### src/rtl/pc_fetch_reg.sv
// Program-counter register and single-outstanding instruction fetch sequencer.
// Sits between pc_mux and decode; handles redirects, stale-response draining and a sticky misaligned-PC fault.

module pc_fetch_reg #(
  parameter logic [31:0] RESET_PC = 32'h0000_0000
) (
  input  logic        clk,
  input  logic        rst_n,
  input  logic [31:0] pc_next,
  input  logic        flush,
  input  logic [31:0] flush_pc,
  output logic        imem_req_valid,
  input  logic        imem_req_ready,
  output logic [31:0] imem_addr,
  input  logic        imem_rsp_valid,
  input  logic [31:0] imem_rsp_data,
  output logic        instr_valid,
  input  logic        instr_ready,
  output logic [31:0] instr,
  output logic [31:0] instr_pc,
  output logic [31:0] pc_plus4,
  output logic        pc_fault
);

  typedef enum logic [2:0] {
    ST_IDLE  = 3'd0,
    ST_REQ   = 3'd1,
    ST_WAIT  = 3'd2,
    ST_DRAIN = 3'd3,
    ST_VALID = 3'd4,
    ST_HALT  = 3'd5
  } state_t;

  function automatic logic misaligned(input logic [31:0] pc);
    return (pc[1:0] != 2'b00);
  endfunction

  state_t      state_r;
  state_t      state_s;
  logic [31:0] pc_r;
  logic [31:0] pc_s;
  logic [31:0] instr_r;
  logic [31:0] instr_s;
  logic        fault_r;
  logic        fault_s;
  logic        req_valid_r;
  logic        instr_valid_r;

  // Next-state, next-PC, captured instruction and fault decision
  always_comb begin
    state_s = state_r;
    pc_s    = pc_r;
    instr_s = instr_r;
    fault_s = fault_r;
    if (flush) begin
      // A redirect lands directly on flush_pc unless a response is still in flight
      pc_s    = flush_pc;
      fault_s = misaligned(flush_pc);
      state_s = misaligned(flush_pc) ? ST_HALT : ST_REQ;
      case (state_r)
        ST_REQ: begin
          if (imem_req_ready) begin
            state_s = ST_DRAIN;
            fault_s = 1'b0;
          end else begin
            state_s = misaligned(flush_pc) ? ST_HALT : ST_REQ;
          end
        end
        ST_WAIT, ST_DRAIN: begin
          if (!imem_rsp_valid) begin
            state_s = ST_DRAIN;
            fault_s = 1'b0;
          end else begin
            state_s = misaligned(flush_pc) ? ST_HALT : ST_REQ;
          end
        end
        default: begin
          state_s = misaligned(flush_pc) ? ST_HALT : ST_REQ;
        end
      endcase
    end else begin
      case (state_r)
        ST_IDLE: begin
          state_s = ST_REQ;
        end
        ST_REQ: begin
          if (imem_req_ready) begin
            state_s = ST_WAIT;
          end else begin
            state_s = ST_REQ;
          end
        end
        ST_WAIT: begin
          if (imem_rsp_valid) begin
            instr_s = imem_rsp_data;
            state_s = ST_VALID;
          end else begin
            state_s = ST_WAIT;
          end
        end
        ST_DRAIN: begin
          // Stale response discarded; a misaligned redirect faults only now
          if (imem_rsp_valid) begin
            fault_s = misaligned(pc_r);
            state_s = misaligned(pc_r) ? ST_HALT : ST_REQ;
          end else begin
            state_s = ST_DRAIN;
          end
        end
        ST_VALID: begin
          if (instr_ready) begin
            pc_s    = pc_next;
            fault_s = misaligned(pc_next);
            state_s = misaligned(pc_next) ? ST_HALT : ST_REQ;
          end else begin
            state_s = ST_VALID;
          end
        end
        ST_HALT: begin
          state_s = ST_HALT;
        end
        default: begin
          state_s = ST_IDLE;
        end
      endcase
    end
  end

  // State, PC, instruction and registered handshake outputs
  always_ff @(posedge clk or negedge rst_n) begin
    if (!rst_n) begin
      state_r       <= ST_IDLE;
      pc_r          <= RESET_PC;
      instr_r       <= 32'd0;
      fault_r       <= 1'b0;
      req_valid_r   <= 1'b0;
      instr_valid_r <= 1'b0;
    end else begin
      state_r       <= state_s;
      pc_r          <= pc_s;
      instr_r       <= instr_s;
      fault_r       <= fault_s;
      req_valid_r   <= (state_s == ST_REQ);
      instr_valid_r <= (state_s == ST_VALID);
    end
  end

  assign imem_req_valid = req_valid_r;
  assign imem_addr      = pc_r;
  assign instr_valid    = instr_valid_r;
  assign instr          = instr_r;
  assign instr_pc       = pc_r;
  assign pc_plus4       = pc_r + 32'd4;
  assign pc_fault       = fault_r;

  // Memory responses may only arrive while a request is outstanding
  a_rsp_in_window: assert property (@(posedge clk) disable iff (!rst_n)
    imem_rsp_valid |-> (state_r == ST_WAIT || state_r == ST_DRAIN));

  a_addr_stable: assert property (@(posedge clk) disable iff (!rst_n)
    (req_valid_r && !imem_req_ready && !flush) |=> (req_valid_r && $stable(imem_addr)));

endmodule

### config.mk
export PLATFORM = sky130hd
export DESIGN_NAME = pc_fetch_reg
export DESIGN_NICKNAME = d
export VERILOG_FILES = /design/src/rtl/pc_fetch_reg.sv
export SDC_FILE = /design/constraint.sdc
export NUM_CORES = 1
export LEC_CHECK = 0
export BUFFER_PORTS_ARGS = -buffer_cell sky130_fd_sc_hd__clkbuf_2
export CAP_MARGIN = 20
export CORE_UTILIZATION = 48
export CTS_CLUSTER_SIZE = 16
export DETAILED_ROUTE_END_ITERATION = 8
export HOLD_SLACK_MARGIN = 0.1
export PLACE_DENSITY = 0.87
export SYNTH_ARGS = -nofsm -noshare
export SYNTH_HDL_FRONTEND = slang
export SYNTH_SLANG_ARGS = --single-unit
### constraint.sdc
create_clock -name clk -period 3.1 [get_ports clk]
set_input_delay 0 -clock clk [delete_from_list [all_inputs] [get_ports clk]]
set_output_delay 0 -clock clk [all_outputs]
set_load 0.03 [all_outputs]
# == After elaboration in Yosys (flattened, before gate mapping) ==
# Cells that the tools add are included.
# word_totals
reg_bits,70
in_bits,102
out_inout_bits,131
word_cells,50
# op_classes
addsub,1
n_eq_ne,9
muxes,22
n_bitwise,1
reduce_logical,11
# op_table
op,n
32-bit two-way mux,3
32-bit by 3-bit adder with 32-bit output (second input constant),1
3-bit two-way mux,9
3-bit case mux with 6 select lines,1
2-bit nonzero test,5
3-bit equality test (second input constant),3
3-bit by 1-bit equality test with 1-bit output (second input constant),2
3-bit by 2-bit equality test with 1-bit output (second input constant),2
3-bit inequality test (second input constant),2
3-bit case mux with 2 select lines,1
3-bit AND reduction,2
1-bit two-way mux,5
1-bit case mux with 2 select lines,2
3-bit zero test,1
3-bit nonzero test,1
2-bit two-way mux,1
2-bit AND reduction,1
2-bit OR reduction,1
1-bit NOT,1

# == Logic depth before layout (Yosys ltp) ==
# depth
word_depth,6
mapped_depth,6
depth_no_buf,5

# == Worst setup path after synthesis ==
# OpenSTA, ideal clock, no wires.
# synth_timing
path_kind,register to output
start,register pc_r[2] (netlist: imem_addr[2])
end,output port pc_plus4[24]
t_arrival_ns,2.081
required_time_ns,3.100
slack_ns,1.019
stages_incl_launch_ff,6
path_buffers,0
cell_sequence,dfrtp_1 ha_1 inv_1 nor4_4 nand4_1 xnor2_1
# synth_between
elab_chain_len,1
# synth_lines
element,line_no,rtl
from (decl),40,logic [31:0] pc_r;
from (signal assigned),140,pc_r <= pc_s;
32-bit by 3-bit adder with 32-bit output,153,assign pc_plus4 = pc_r + 32'd4;
to (decl),21,"output logic [31:0] pc_plus4,"
# No other way between the ends.

# == Worst setup path after layout ==
# layout_timing
start,register pc_r[4] (netlist: imem_addr[4])
end,output port pc_plus4[21]
# Same word-level chain as after synthesis.

==> run_results.csv <==
group,metric,value,unit
floorplan,rows,32,
yosys,synthesis.area,3970,µm²
worst_setup_path,critPathLaunchType,"register",
sta,worst_slew_pin_slew,0.974,ns
worst_setup_path,worstPathArrival,2.50,ns
sta,rsz0062_at_grt,"false",
global_route,grt_first_pass_wirelength,20600,µm
layout,n_antenna_cell,0,
cts,cts_num_sinks,70,
global_route,grt_overflow_total,0,
job,cap_violations,0,
global_route,grtUsageTotal,31.0,%
cts,cts_resized,0,
detailed_routing,drtIter0Drc,119,
cts,post_cts_buffers,0,
worst_setup_path,crit_path_end_kind,"output pin",
placement,place_hpwl,7470,µm
cts,cts_root_buf,"clkbuf_8",
yosys,synthCells,360,
placement,portBuffers,232,
floorplan,die_x,92.9,µm
yosys,avgSynthCellArea,11.0,µm²
sta,max-slew-margin-rel,35.1,%
worst_hold_path,hp-class,"in -> reg",
global_route,grt_pass1_vias,4230,
sta,fin_skew,0.00931,ns
layout,final_core_util,77.9,%
layout,area_delta_synth_final,54.1,%
floorplan,die_h,92.9,µm
layout,drive_above_1_share,44.1,%
sta,finalHoldViolations,0,
floorplan,start_util,50.5,%
layout,layout.nets,755,
cts,cts_buffers,9,
yosys,synth_nets,463,
placement,routabilityCongestion,0.812,
worst_setup_path,worst-setup-path-type,"reg -> out",
cts,cts_tree,"done",
yosys,ys_warn_count,0,
detailed_routing,drt_pass1_iterations,5,
power_and_ir_drop,power_leakage,3.25,nW
yosys,yosys.cell_types.count,41,
worst_setup_path,path_max_fanout,11,
sta,min_period_over_period,80.6,%
power_and_ir_drop,ir_worst_vdd,0.493,mV
detailed_routing,vias,4000,
sta,setup_viol,0,
cts,clock_path_buffers,2,
worst_setup_path,cp.required,3.10,ns
global_route,antenna_found_initial,0,
cts,clock_latency,0.34,ns
sta,drv_slew,0,
yosys,synth_seq_cells,70,
floorplan,dieArea,8630,µm²
sta,holdWs,0.182,ns
status,status,"complete, no violations",
cts,postCtsHoldBufs,100,
detailed_routing,wire_per_inst,17.2,µm
cts,htree_levels,3,
floorplan,core-area,7850,µm²
detailed_routing,viasPerCell,5.27,
worst_setup_path,slowest_stage,"nor2_1",
floorplan,ios,233,
yosys,seq_area_frac_synth,44.2,%
detailed_routing,drc,0,
detailed_routing,wl,13000,µm
power_and_ir_drop,p_per_area,719,nW/µm²
sta,fmax,400,MHz
cts,path_clk_slew,0.08,ns
sta,tns,0,ns
global_route,grt_max_degree,71,
power_and_ir_drop,finalPower,4.39,mW
worst_setup_path,path_cells,"nand4_4 > nor2_1 > nand4_1 > xnor2_1 > clkbuf_2",
detailed_routing,ant_nets,0,
sta,fin_crit,2.50,ns
worst_setup_path,critPathMaxStageDelay,0.70,ns
[stage by stage]
stage / area, µm² / cells / setup WS, ns
floorplan: 3970 / 360 / 1.02
global route: 6110 / 759 / 0.329
detailed placement: 4910 / 643 / 0.976
finish: 6110 / 759 / 0.601
CTS: 6110 / 759 / 0.596
global placement: 4910 / 643 / 1.01
[cell type report]
cell class,instances,area (µm²)
repair buffers,334,2180
multi-input cells,233,1840
flip-flops and latches,70,1750
fillers,475,1740
well taps,102,128
clock buffers,9,124
clock inverters,7,75.1
inverters,4,15.0
[worst max-delay path: cells and delay by family (launching register included)]
family	cells	cell delay, ns
simple gates	3	1.11
xor+xnor	1	0.25
flops	1	0.54
buf+inv	1	0.26
[per-layer routing]
layer / vias to the layer above / share of wire [%] / global-route usage, %
li1: 1800 / - / -
met4: 0 / 4.2 / 17.3
met1: 1890 / 36 / 33.9
met2: 252 / 51 / 54.4
met3: 58 / 8.6 / 7.96
met5: - / 0 / 0
[power breakdown]
part	switching, mW	internal [mW]	leakage (nW)
Clock	0.365	0.372	0.0914
Combinational	1.34	0.805	2.27
Sequential	0.316	1.19	0.889
Total	2.02	2.37	3.25
[synth_stat cells, drive strengths merged]
cell type / instances / area [µm²]
nand3b: 2 / 27.5
and4: 2 / 17.5
dfrtp: 70 / 1750
or3: 1 / 6.26
nor4: 1 / 21.3
or3b: 1 / 8.76
nor3: 4 / 20.0
clkbuf: 8 / 30.0
inv: 4 / 15.0
and3: 3 / 18.8
o32a: 1 / 10.0
o32ai: 1 / 8.76
nand3: 14 / 70.1
nand4: 9 / 71.3
a22o: 1 / 8.76
nand4b: 1 / 8.76
ha: 1 / 12.5
buf: 45 / 338
and2: 4 / 25.0
mux2: 33 / 484
nor2: 6 / 25.0
xnor2: 24 / 210
xor2: 4 / 35.0
a211oi: 1 / 7.51
nor3b: 2 / 20.0
o21ai: 36 / 180
mux2i: 32 / 320
nand2b: 1 / 6.26
a21oi: 4 / 23.8
a211o: 1 / 8.76
nand2: 41 / 154
and4b: 2 / 20.0
[cells in the final DEF, fill, tap and decap left out, types with 5 or more instances in the layout]
cell	count
clkbuf_2	231
dlygate4sd3_1	100
dfrtp_1	70
nand2_1	41
o21ai_0	36
mux2i_1	32
mux2_4	30
xnor2_1	24
nand3_1	14
clkbuf_8	9
nand4_1	8
nor2_1	5
[kinds of logic (layout without fill, tap and decap cells)]
| kind of cell | count (synthesis) | in the layout | synth area share [%] |
|---|---|---|---|
| buf+inv | 57 | 354 | 9.66 |
| flops | 70 | 70 | 44.2 |
| simple gates | 94 | 94 | 13.1 |
| xor+xnor | 28 | 28 | 6.18 |
| compound gates | 45 | 45 | 6.25 |
| fa+ha+maj | 1 | 1 | 0.316 |
| mux | 65 | 65 | 20.3 |
[path summary, 6_finish.rpt]
kind                       cells after the start           start  slack [ns]            end
max reg2reg                                    3      state_r[1]        0.98      instr[14]
max                                            5    imem_addr[4]        0.60   pc_plus4[21]
min in group asynchronous                      2           rst_n        0.33  imem_addr[24]
max in group asynchronous                      2           rst_n        2.17      instr[15]
min                                            4  imem_rsp_valid        0.18       pc_fault
min reg2reg                                    1        instr[6]        0.51       instr[6]
[flip-flops by register name (all words and copies together), names as in the netlist]
signal,flops
instr,32
imem_req_valid,1
pc_fault,1
state_r,3
imem_addr,32
instr_valid,1
No activity file was read; power rests on OpenSTA's default activity.
